File: src/rtl/kb_pkg.sv
// Shared constants and types for the PS/2 keymap decoder and its integration.
package kb_pkg;

  localparam logic [7:0] KB_BREAK = 8'hF0;
  localparam logic [7:0] KB_EXT   = 8'hE0;

  // Width of every cycle counter in the keymap; any int-sized delay fits.
  localparam int KB_CNT_W = 32;

  localparam int                        KB_DEFAULT_KEYS  = 6;
  localparam logic [KB_DEFAULT_KEYS*8-1:0] KB_DEFAULT_TABLE =
    {8'h29, 8'h2D, 8'h1B, 8'h1D, 8'h23, 8'h1C};

  typedef enum logic [1:0] {
    ST_IDLE,
    ST_BRK,
    ST_EXT,
    ST_EXT_BRK
  } kb_state_e;

endpackage

File: src/rtl/kb_repeat_timer.sv
// Loadable down-counter; expire pulses on the cycle the count reaches 1.
module kb_repeat_timer
  import kb_pkg::*;
(
  input  logic                clk,
  input  logic                rst_n,
  input  logic                load,
  input  logic [KB_CNT_W-1:0] load_value,
  input  logic                cancel,
  output logic                expire
);

  logic [KB_CNT_W-1:0] count;

  // NOTE: sequential state uses non-blocking assignments so every flop samples pre-edge values.
  always_ff @(posedge clk or negedge rst_n) begin
    if (!rst_n) begin
      count <= '0;
    end else if (cancel) begin
      count <= '0;
    end else if (load) begin
      count <= load_value;
    end else if (count != '0) begin
      count <= count - 1'b1;
    end
  end

  assign expire = (count == KB_CNT_W'(1));

endmodule

File: src/rtl/kb_keymap.sv
// PS/2 scan-code decoder: prefix FSM, parallel key match array and optional
// auto-repeat, producing held levels and one-cycle press pulses per key.
module kb_keymap
  import kb_pkg::*;
#(
  parameter int                      NUM_KEYS       = 6,
  parameter logic [NUM_KEYS*8-1:0]   CODE_TABLE     = KB_DEFAULT_TABLE,
  parameter logic [NUM_KEYS-1:0]     EXT_MASK       = '0,
  parameter int unsigned             PREFIX_TIMEOUT = 2_000_000,
  parameter int unsigned             REPEAT_DELAY   = 0,
  parameter int unsigned             REPEAT_RATE    = 10_000_000,
  localparam int                     LK_W           = (NUM_KEYS > 1) ? $clog2(NUM_KEYS) : 1
) (
  input  logic                clk,
  input  logic                reset,
  input  logic                scan_done_tick,
  input  logic [7:0]          scan_code,
  output logic [NUM_KEYS-1:0] key_held,
  output logic [NUM_KEYS-1:0] key_press,
  output logic                any_held,
  output logic [LK_W-1:0]     last_key
);

  localparam bit REPEAT_ON = (REPEAT_DELAY != 0);

  // Asserts asynchronously, releases two clocks after reset goes high.
  logic [1:0] rst_sync;
  logic       rst_n;

  always_ff @(posedge clk or negedge reset) begin
    if (!reset) rst_sync <= '0;
    else        rst_sync <= {rst_sync[0], 1'b1};
  end
  assign rst_n = rst_sync[1];

  kb_state_e           state, state_next;
  logic [KB_CNT_W-1:0] pfx_cnt;
  logic                is_prefix, data_tick, ext_cur, brk_cur, timeout;

  assign is_prefix = (scan_code == KB_BREAK) || (scan_code == KB_EXT);
  assign data_tick = scan_done_tick && !is_prefix;
  assign ext_cur   = (state == ST_EXT) || (state == ST_EXT_BRK);
  assign brk_cur   = (state == ST_BRK) || (state == ST_EXT_BRK);
  assign timeout   = (state != ST_IDLE) && (pfx_cnt == KB_CNT_W'(PREFIX_TIMEOUT - 1));

  always_ff @(posedge clk or negedge rst_n) begin
    if (!rst_n) begin
      state   <= ST_IDLE;
      pfx_cnt <= '0;
    end else begin
      state <= state_next;
      if (scan_done_tick || state_next == ST_IDLE) pfx_cnt <= '0;
      else                                         pfx_cnt <= pfx_cnt + 1'b1;
    end
  end

  // NOTE: every combinational output gets a default first, so no path can infer a latch.
  always_comb begin
    state_next = state;
    if (scan_done_tick) begin
      case (state)
        ST_IDLE: begin
          if (scan_code == KB_BREAK)    state_next = ST_BRK;
          else if (scan_code == KB_EXT) state_next = ST_EXT;
        end
        ST_EXT: begin
          if (scan_code == KB_BREAK)   state_next = ST_EXT_BRK;
          else if (!is_prefix)         state_next = ST_IDLE;
        end
        default: begin
          if (!is_prefix) state_next = ST_IDLE;
        end
      endcase
    end else if (timeout) begin
      state_next = ST_IDLE;
    end
  end

  logic [NUM_KEYS-1:0] make_hit, brk_hit, new_press, held_next, rep_vec;

  for (genvar i = 0; i < NUM_KEYS; i++) begin : g_key
    logic hit;
    assign hit = data_tick && (scan_code == CODE_TABLE[i*8 +: 8]) && (ext_cur == EXT_MASK[i]);
    assign make_hit[i] = hit && !brk_cur;
    assign brk_hit[i]  = hit && brk_cur;
  end

  // A make on an already-held key is a keyboard typematic repeat and is dropped.
  assign new_press = make_hit & ~key_held;
  assign held_next = (key_held | make_hit) & ~brk_hit;

  logic [LK_W-1:0] last_key_next;

  always_comb begin
    last_key_next = last_key;
    for (int i = 0; i < NUM_KEYS; i++) begin
      if (new_press[i]) last_key_next = LK_W'(i);
    end
  end

  logic                rep_expire, rep_fire, rep_load, rep_cancel;
  logic [KB_CNT_W-1:0] rep_value;

  // A fresh make outranks a repeat expiry and restarts the initial delay.
  assign rep_fire   = REPEAT_ON && rep_expire && held_next[last_key] && !(|new_press);
  assign rep_load   = REPEAT_ON && ((|new_press) || rep_fire);
  assign rep_value  = (|new_press) ? KB_CNT_W'(REPEAT_DELAY) : KB_CNT_W'(REPEAT_RATE);
  assign rep_cancel = key_held[last_key] && brk_hit[last_key];
  assign rep_vec    = rep_fire ? (NUM_KEYS'(1) << last_key) : '0;

  kb_repeat_timer u_repeat (
    .clk        (clk),
    .rst_n      (rst_n),
    .load       (rep_load),
    .load_value (rep_value),
    .cancel     (rep_cancel),
    .expire     (rep_expire)
  );

  always_ff @(posedge clk or negedge rst_n) begin
    if (!rst_n) begin
      key_held  <= '0;
      key_press <= '0;
      last_key  <= '0;
    end else begin
      key_held  <= held_next;
      key_press <= new_press | rep_vec;
      last_key  <= last_key_next;
    end
  end

  assign any_held = |key_held;

endmodule

File: config.mk
export PLATFORM = sky130hd
export DESIGN_NAME = kb_keymap
export DESIGN_NICKNAME = d
export VERILOG_FILES = /design/src/rtl/kb_pkg.sv /design/src/rtl/kb_repeat_timer.sv /design/src/rtl/kb_keymap.sv
export SDC_FILE = /design/constraint.sdc
export NUM_CORES = 1
export LEC_CHECK = 0
export BUFFER_PORTS_ARGS = -buffer_cell sky130_fd_sc_hd__buf_2
export CAP_MARGIN = 20
export CORE_MARGIN = 4
export CORE_UTILIZATION = 49
export CTS_CLUSTER_SIZE = 16
export DETAILED_ROUTE_END_ITERATION = 7
export PLACE_DENSITY_LB_ADDON = 0.2
export SYNTH_ARGS = -nofsm -noshare
export SYNTH_HDL_FRONTEND = slang
export SYNTH_SLANG_ARGS = --single-unit
File: constraint.sdc
create_clock -name clk -period 1.97 [get_ports clk]
set_input_delay 0.197 -clock clk [delete_from_list [all_inputs] [get_ports clk]]
set_output_delay 0.197 -clock clk [all_outputs]
set_load 0.005 [all_outputs]
==> flow_summary_export.csv, run 1 <==
group,metric,value,unit
grt,grt_pass1_wl,8.27,mm
sta,fin_skew,0.00796,ns
synth,synthCells,238,
cts,clock_path_buffers,2,
sta,setup_violations,0,
sta,fmax,523,MHz
status,status,"complete, no violations",
cts,htreeDepth,2,
synth,synth_async_sr_flop_share,100,%
floorplan,core,4790,um^2
grt,grt_start_max_net_pins,26,
placement,place_area,2760,um^2
pwr,p_int,1.38,mW
floorplan,die_width,78.8,um
worst_setup_path,crit_fanout,7,
worst_setup_path,critPathLaunchType,"flip-flop",
placement,dp_hpwl,3.50,mm
synth,synthFlopType,"dfrtp_1",
cells_and_area,num-fill-cells,436,
synth,syn_avg_cell_area,10.3,um^2
detailed_routing,drt_iter0_markers,82,
detailed_routing,post-route-drc-count,0,
cells_and_area,final_area,2930,um^2
synth,ys_seq_elements,51,
worst_setup_path,path_class,"flip-flop to flip-flop",
grt,antenna_found_initial,0,
cts,cts_sinks,51,
floorplan,initial_core_util,51.3,%
cts,numCtsBuffers,5,
pwr,clock_power_share,35.0,%
grt,grt_pass1_vias,1840,
pwr,pwr-share-seq,59.6,%
cells_and_area,fin_nets,290,
cells_and_area,final-seq-area,1280,um^2
cts,cts_setup_buffers,0,
synth,synth-edff-count,0,
detailed_routing,wl_per_cell,14.1,um
pwr,ir_drop,0.482,mV
sta,drv_slew,0,
floorplan,die_y,78.8,um
grt,grt_use_total,16.5,%
sta,tightest_slew,0.575,ns
sta,max_slew_margin,61.3,%
placement,placedCellCount,336,
pwr,leakage,1.28,nW
pwr,power_switching,0.448,mW
placement,gp_congestion,0.775,
placement,io_buffer_count,26,
synth,yosysWarnings,0,
detailed_routing,dr.pass1.iters,4,
cts,root_buffer,"clkbuf_8",
cells_and_area,layout-drive-gt1-share,21.5,%
floorplan,io_pins,27,
sta,finalHoldViolCount,0,
cells_and_area,syn2layout_area_growth,19.0,%
floorplan,dieArea,6210,um^2
pwr,powerDensity,623,nW/um^2
worst_setup_path,cp.arrival,2.12,ns
cells_and_area,multi_input_area,1150,um^2
cells_and_area,finalNonFillerCells,346,
pwr,p_comb_share,5.4,%
worst_setup_path,crit_path_end_kind,"flip-flop",
synth,syn_nets,250,
cts,path_clk_slew,0.10,ns
cts,cts_tree,"built",
floorplan,core.rowCount,25,
detailed_routing,final_antenna_net_count,0,
sta,period_share,97.0,%
worst_setup_path,critical_path_required,2.18,ns
sta,timing.final.crit_period,1.91,ns
job,cap_violations,0,
synth,yosysSeqAreaShare,51.9,%
synth,syn_area,2460,um^2
synth,synth.distinct_cells,44,
cells_and_area,antenna_cells,0,
hold_path,hold_path.class,"primary input to flip-flop",
cts,clk_latency,0.31,ns
detailed_routing,drt_wl_total,4.88,mm
detailed_routing,via_per_inst,5.35,
pwr,swShare,24.6,%
detailed_routing,vias,1852,
grt,grt_overflow,0,
## cell families after synthesis
family | count (synthesis) | share of synthesized area, %
multiplexers | 2 | 0.815
buffers and inverters | 13 | 2.49
other | 1 | 0.153
AND/OR/NAND/NOR | 126 | 29.5
XOR/XNOR | 30 | 10.7
adder cells (fa/ha/maj) | 1 | 0.509
flip-flops | 51 | 51.9
AO/OA/AOI/OAI | 14 | 3.87
## area by class of cell
type                       count  area share, %
clock buffer                   5           2.35
sequential                    51           43.7
tap                           67           2.87
timing repair buffer          40           10.0
inverter                       6          0.770
multi-input combinational    174           39.4
clock inverter                 3          0.898
## critical path, cell delays in order (launching register included)
cell and delay, ns:
dfrtp_1 0.41, or4b_4 0.55, nor4b_4 0.23, a41oi_2 0.20, o21ai_4 0.17, clkbuf_16 0.21
nor2_1 0.04
## cell usage after synthesis (2+ instances only)
cell / n / area [um^2]
nand3_1: 13 / 65.1
nand4_1: 11 / 68.8
clkbuf_1: 3 / 11.3
xor2_1: 24 / 210
and4_1: 6 / 52.6
and2_1: 2 / 12.5
inv_1: 6 / 22.5
nand4b_1: 2 / 17.5
nor3_1: 7 / 35.0
dfrtp_1: 51 / 1280
buf_4: 3 / 22.5
o21ai_1: 2 / 10.0
and3_1: 7 / 43.8
o31ai_1: 3 / 22.5
or4_1: 3 / 22.5
nor4_1: 4 / 25.0
mux2i_1: 2 / 20.0
or3_1: 2 / 12.5
nor3_4: 2 / 32.5
o21ai_0: 3 / 15.0
nor4b_1: 2 / 17.5
nand2_1: 11 / 41.3
xnor2_1: 6 / 52.6
nor2_1: 43 / 161
## cell usage in the layout (no fill, tap or decap), types with 2 or more instances in the layout
| master | synthesis | final |
|---|---|---|
| and2_1 | 2 | 2 |
| and3_1 | 7 | 7 |
| and4_1 | 6 | 6 |
| buf_12 | 0 | 3 |
| buf_2 | 1 | 26 |
| buf_4 | 3 | 9 |
| clkbuf_8 | 0 | 5 |
| dfrtp_1 | 51 | 50 |
| inv_1 | 6 | 6 |
| inv_6 | 0 | 3 |
| mux2i_1 | 2 | 2 |
| nand2_1 | 11 | 11 |
| nand3_1 | 13 | 13 |
| nand4_1 | 11 | 11 |
| nand4b_1 | 2 | 2 |
| nor2_1 | 43 | 43 |
| nor3_1 | 7 | 7 |
| nor3_4 | 2 | 2 |
| nor4_1 | 4 | 4 |
| o21ai_0 | 3 | 3 |
| o21ai_1 | 2 | 2 |
| o31ai_1 | 3 | 3 |
| or3_1 | 2 | 2 |
| or4_1 | 3 | 3 |
| or4b_4 | 1 | 2 |
| xnor2_1 | 6 | 6 |
| xor2_1 | 24 | 24 |
## layer usage
metal	part of all wire, %	wire length, um	up-vias	track usage, %
met5	0	0	-	0
met4	2.6	126	0	6.70
met3	4.9	241	13	3.51
met2	49	2390	45	27.8
met1	44	2130	880	20.5
li1	-	-	914	-
## final timing paths
check | startpoint | endpoint | slack, ns | cells past startpoint
setup / recovery | pfx_cnt[12] | pfx_cnt[14] | 0.06 | 6
hold / removal | scan_code[1] | key_press[5] | 0.18 | 2
setup reg to reg | pfx_cnt[12] | pfx_cnt[14] | 0.06 | 6
hold reg to reg | rst_sync[1] | pfx_cnt[4] | 0.26 | 0
max in group asynchronous | rst_sync[1] | pfx_cnt[25] | 1.18 | 1
min in group asynchronous | reset | rst_sync[1] | 0.19 | 2
## timing repair
item | in CTS | in global routing
hold endpoints to repair | 2 | 0
setup endpoints to repair | 0 | 32
gates resized for setup | 0 | 5
hold buffers | 1 | 0
## stage by stage
| step | utilization (%) | hold slack [ns] | total power [mW] | setup TNS, ns | setup slack [ns] |
|---|---|---|---|---|---|
| after global routing | 61.1 | 0.182 | 1.91 | -0.479 | -0.0279 |
| final | 61.1 | 0.178 | 1.82 | 0 | 0.0590 |
| after floorplan | - | -0.0986 | 1.15 | 0 | 0.176 |
| after global placement | 57.7 | -0.0186 | 1.20 | 0 | 0.120 |
| after detailed placement | 57.7 | -0.0157 | 1.21 | 0 | 0.0889 |
| after CTS | 59.9 | 0.158 | 1.85 | 0 | 0.0594 |
## power groups by stage
| stage | Sequential, mW | Clock (mW) | Combinational, mW |
|---|---|---|---|
| final | 1.09 | 0.638 | 0.0989 |
| after CTS | 1.09 | 0.658 | 0.0989 |
| after floorplan | 1.11 | 0 | 0.0344 |
| after detailed placement | 1.11 | 0 | 0.0971 |
| after global placement | 1.11 | 0 | 0.0946 |
| after global routing | 1.09 | 0.701 | 0.111 |
Power figures use the tool's default switching activity.
==> run 2: changes to the inputs <==
PLACE_DENSITY = 0.75   (was unset)
PLACE_DENSITY_LB_ADDON = unset   (was 0.2)
clock period = 2.1 ns   (was 1.97 ns; I/O delays follow)
==> run 2 against run 1 <==
- clock skew is 0.0024 ns lower
- clock power is 7.8% lower
- register-to-register slack improved by 0.12 ns
- cell count shrank 1.7%
- count of clock-buffer cells in the layout up 1
- largest cell class unchanged
==> flow_summary_export.csv, run 2 (synthesis results as in run 1) <==
group,metric,value,unit
sta,finalSetupTns,0,ns
sta,rsz0062_at_grt,"no",
grt,antenna_found_initial,0,
detailed_routing,vias,1817,
worst_setup_path,crit_path_start,"pfx_cnt[12]",
placement,place_area,2700,um^2
sta,finalHoldViolCount,0,
pwr,swShare,22.8,%
cts,cts_tree,"built",
cells_and_area,fin_nets,284,
worst_setup_path,reg2reg_depth,6,
detailed_routing,via_per_inst,5.34,
pwr,p_int,1.31,mW
hold_path,min_from,"scan_code[4]",
floorplan,core,4790,um^2
cells_and_area,layout_commonest_cell,"dfrtp_1",
detailed_routing,wl_per_cell,14.0,um
cells_and_area,final_cell_mix,"dfrtp_1 (50), nor2_1 (43), buf_2 (26)",
sta,tightest_slew,0.645,ns
worst_setup_path,critPathLaunchType,"flip-flop",
status,status,"complete, no violations",
cells_and_area,final_area,2810,um^2
hold_path,hold_path.class,"primary input to flip-flop",
sta,period_share,91.2,%
worst_setup_path,crit_path_end_kind,"flip-flop",
pwr,clock_power_share,34.7,%
placement,io_buffer_count,26,
placement,gp_congestion,0.766,
detailed_routing,dr.pass1.iters,4,
floorplan,core.rowCount,25,
worst_setup_path,path_class,"flip-flop to flip-flop",
sta,drv_slew,0,
cts,root_buffer,"clkbuf_8",
floorplan,die_y,78.8,um
pwr,ir_drop,0.416,mV
cts,htreeDepth,2,
placement,placedCellCount,331,
cts,numCtsBuffers,5,
cts,cts_setup_buffers,0,
pwr,power_switching,0.386,mW
cells_and_area,syn2layout_area_growth,14.5,%
job,cap_violations,0,
detailed_routing,drt_wl_total,4.76,mm
worst_setup_path,r2r-start,"pfx_cnt[12]",
placement,pre_cts_ws,0.161,ns
cts,clk_latency,0.30,ns
sta,fmax,522,MHz
grt,grt_overflow,0,
grt,grt_pass1_vias,1831,
hold_path,hold_depth,2,
pwr,pwr-share-seq,60.4,%
detailed_routing,final_antenna_net_count,0,
worst_setup_path,crit_fanout,24,
pwr,powerDensity,601,nW/um^2
cells_and_area,fin_util,58.8,%
worst_setup_path,cp.arrival,2.11,ns
floorplan,dieArea,6210,um^2
worst_setup_path,critical_path_required,2.29,ns
cells_and_area,finalNonFillerCells,340,
grt,grt_start_max_net_pins,32,
sta,timing.final.crit_period,1.92,ns
sta,setup_violations,0,
floorplan,die_width,78.8,um
cells_and_area,layout-drive-gt1-share,19.0,%
cts,clock_path_buffers,2,
grt,grt_use_total,17.0,%
sta,max_slew_margin,57.0,%
cells_and_area,antenna_cells,0,
pwr,p_comb_share,4.8,%
pwr,leakage,1.22,nW
floorplan,initial_core_util,51.3,%
sta,fin_ws,0.184,ns
detailed_routing,drt_iter0_markers,58,
placement,dp_hpwl,3.41,mm
detailed_routing,post-route-drc-count,0,
cts,path_clk_slew,0.09,ns
sta,fin_skew,0.00552,ns
grt,grt_pass1_wl,8.43,mm
cts,cts_sinks,51,
floorplan,io_pins,27,
[run 2: routing by layer]
metal  GRT usage (%)  wire length [um]  up-vias  share of wire (%)
li1                -                 -      902                  -
met5               0                 0        -                  0
met3            3.51               194        2                4.1
met4            5.67                42        0               0.88
met1            21.9              2140      875                 45
met2            28.7              2390       38                 50
[run 2: path summary, 6_finish.rpt]
| kind | to | slack, ns |
|---|---|---|
| setup / recovery | pfx_cnt[22] | 0.18 |
| hold / removal | flip-flop | 0.19 |
| setup reg to reg | pfx_cnt[22] | 0.18 |
| hold reg to reg | last_key[2] | 0.30 |
| max in group asynchronous | pfx_cnt[23] | 1.21 |
| min in group asynchronous | rst_sync[1] | 0.22 |
[run 2: area by class of cell]
cell class,count,area (um^2)
fillers,412,1970
well taps,67,83.8
multi-input cells,174,1130
clock inverters,2,16.3
flip-flops and latches,51,1280
inverters,6,22.5
repair buffers,34,205
clock buffers,6,82.6
[run 2: what timing repair did]
item                                   CTS  global route
resized for setup                        0             1
endpoints found under the hold margin    2             0
hold buffers                             1             0
setup endpoints to repair                0            32
[run 2: power groups by stage]
stage               sequential [mW]  combinational, mW  clock [mW]
floorplan                      1.04             0.0323           0
global placement               1.04             0.0800           0
detailed placement             1.04             0.0813           0
CTS                            1.02             0.0832       0.607
global route                   1.03             0.0926       0.656
finish                         1.02             0.0819       0.588
[run 2: critical path: stages, from the launching register on]
cell     delay, ns
dfrtp_1       0.41
or4b_1        0.54
nor4b_2       0.24
a41oi_1       0.21
o21ai_2       0.15
buf_12        0.20
nor2_1        0.07
[run 2: through the flow]
stage	power, mW	hold slack, ns
after floorplan	1.08	-0.0856
after global placement	1.12	-0.00542
after detailed placement	1.13	-0.00435
after CTS	1.71	0.179
after global routing	1.78	0.185
final	1.69	0.191
==> run 3: changes to the inputs <==
CORE_UTILIZATION = 35   (was 49)
GPL_ROUTABILITY_DRIVEN = 0   (was unset)
PLACE_DENSITY = 0.58   (was 0.75)
==> run 3 against run 2 <==
- clock skew increased by 0.0044 ns
- combinational power is 6.6% higher
- register-to-register slack is essentially flat
- design area increased by 2.0%
- via count shrank 0.39%
- clock power grew 19%
- first-iteration DRC count is 1.7% higher
- critical path type unchanged
- largest power group unchanged
==> flow_summary_export.csv, run 3 (synthesis results as in run 1) <==
group,metric,value,unit
worst_setup_path,endpoint,"pfx_cnt[22]",
sta,drv_slew,0,
worst_setup_path,critPathLaunchType,"flip-flop",
detailed_routing,vias,1810,
worst_setup_path,crit_buf_inv,1,
pwr,ir_drop,0.452,mV
worst_setup_path,path_cells,"or4b_1 -> nor4b_1 -> a41oi_1 -> o21ai_2 -> buf_12 -> nor2_1",
grt,grt_start_max_net_pins,25,
sta,fmax,521,MHz
cells_and_area,antenna_cells,0,
cts,clock_path_buffers,2,
cts,cts_sinks,51,
pwr,powerDensity,629,nW/um^2
worst_setup_path,max_stage_delay,0.52,ns
placement,io_buffer_count,26,
cells_and_area,syn2layout_area_growth,16.8,%
cts,numCtsBuffers,5,
cts,cts_tree,"built",
floorplan,die_width,91.8,um
sta,fin_ws,0.182,ns
sta,rsz0062_at_grt,"no",
worst_setup_path,path_class,"flip-flop to flip-flop",
sta,timing.final.crit_period,1.92,ns
grt,grt_pass1_vias,1806,
pwr,leakage,1.24,nW
floorplan,core,6790,um^2
worst_setup_path,critical_path_required,2.29,ns
sta,tightest_slew,0.514,ns
status,status,"complete, no violations",
grt,grt_pass1_wl,8.48,mm
cts,postCtsResizedCells,0,
placement,dp_hpwl,3.39,mm
detailed_routing,wl_per_cell,12.8,um
cells_and_area,layout_commonest_cell,"dfrtp_1",
sta,max_slew_margin,65.5,%
cells_and_area,fin_util,42.2,%
cells_and_area,fin_nets,285,
detailed_routing,drt_wl_total,4.75,mm
floorplan,die_y,91.8,um
cells_and_area,finalNonFillerCells,370,
cts,path_clk_slew,0.09,ns
detailed_routing,post-route-drc-count,0,
pwr,fin_total_pwr,1.81,mW
hold_path,hold_path.class,"flip-flop to async pin",
cells_and_area,final_cell_mix,"dfrtp_1 (50), nor2_1 (43), buf_2 (26)",
worst_setup_path,reg2reg_depth,6,
cts,root_buffer,"clkbuf_8",
worst_setup_path,rr_endpoint,"pfx_cnt[22]",
detailed_routing,via_per_inst,4.89,
sta,period_share,91.3,%
worst_setup_path,crit_fanout,24,
worst_setup_path,crit_path_end_kind,"flip-flop",
floorplan,dieArea,8430,um^2
detailed_routing,final_antenna_net_count,0,
worst_setup_path,critPathSlowestCell,"or4b_1",
worst_setup_path,cp.depth,6,
grt,antenna_found_initial,0,
detailed_routing,drt_iter0_markers,59,
cts,clk_latency,0.30,ns
worst_setup_path,r2r-start,"pfx_cnt[12]",
placement,placedCellCount,361,
grt,grt_use_total,12.2,%
floorplan,io_pins,27,
job,cap_violations,0,
placement,pre_cts_ws,0.175,ns
cells_and_area,final_area,2870,um^2
cts,htreeDepth,2,
sta,setup_violations,0,
worst_setup_path,cp.arrival,2.11,ns
sta,finalHoldViolCount,0,
sta,fin_skew,0.00994,ns
floorplan,initial_core_util,36.2,%
worst_setup_path,cp_top_family,"simple AND/OR/NAND/NOR gates",
worst_setup_path,crit_path_start,"pfx_cnt[12]",
sta,timing.hold.ws,0.190,ns
grt,grt_overflow,0,
worst_setup_path,r2r_slack,0.18,ns
cells_and_area,layout-drive-gt1-share,19.0,%
placement,place_area,2740,um^2
sta,finalSetupTns,0,ns
detailed_routing,dr.pass1.iters,4,
floorplan,core.rowCount,30,
-- run 3: routing by layer --
layer | GRT usage (%) | up-vias | routed length [um]
met2 | 19.2 | 39 | 2270
met3 | 3.20 | 0 | 248
li1 | - | 907 | -
met5 | 0 | - | 0
met4 | 3.22 | 0 | 0
met1 | 16.6 | 864 | 2230
-- run 3: layout make-up --
cell class	count	area [um^2]
fillers	660	3920
multi-input cells	174	1120
well taps	96	120
clock buffers	6	82.6
clock inverters	2	35.0
flip-flops and latches	51	1280
repair buffers	35	213
inverters	6	22.5
-- run 3: worst min-delay path by stage --
| stage | from | to | slack (ns) | depth (start not counted) |
|---|---|---|---|---|
| floorplan | reset | rst_sync[0] | -0.09 | 0 |
| global placement | reset | rst_sync[0] | -0.005 | 1 |
| detailed placement | reset | rst_sync[0] | -0.004 | 1 |
| CTS | scan_code[1] | key_press[5] | 0.18 | 2 |
| global route | scan_code[4] | flip-flop | 0.19 | 2 |
| finish | rst_sync[1] | last_key[2] | 0.19 | 0 |
-- run 3: power breakdown --
part	total [mW]	leakage (nW)	switching (mW)	internal (mW)
clock	0.701	0.0612	0.315	0.386
combinational	0.0873	0.488	0.0482	0.0391
sequential	1.02	0.691	0.0195	0.998
-- run 3: what timing repair did --
action | 4_1_cts | 5_1_grt
hold buffers | 1 | 0
endpoints found under the hold margin | 2 | 0
buffers inserted | 0 | 0
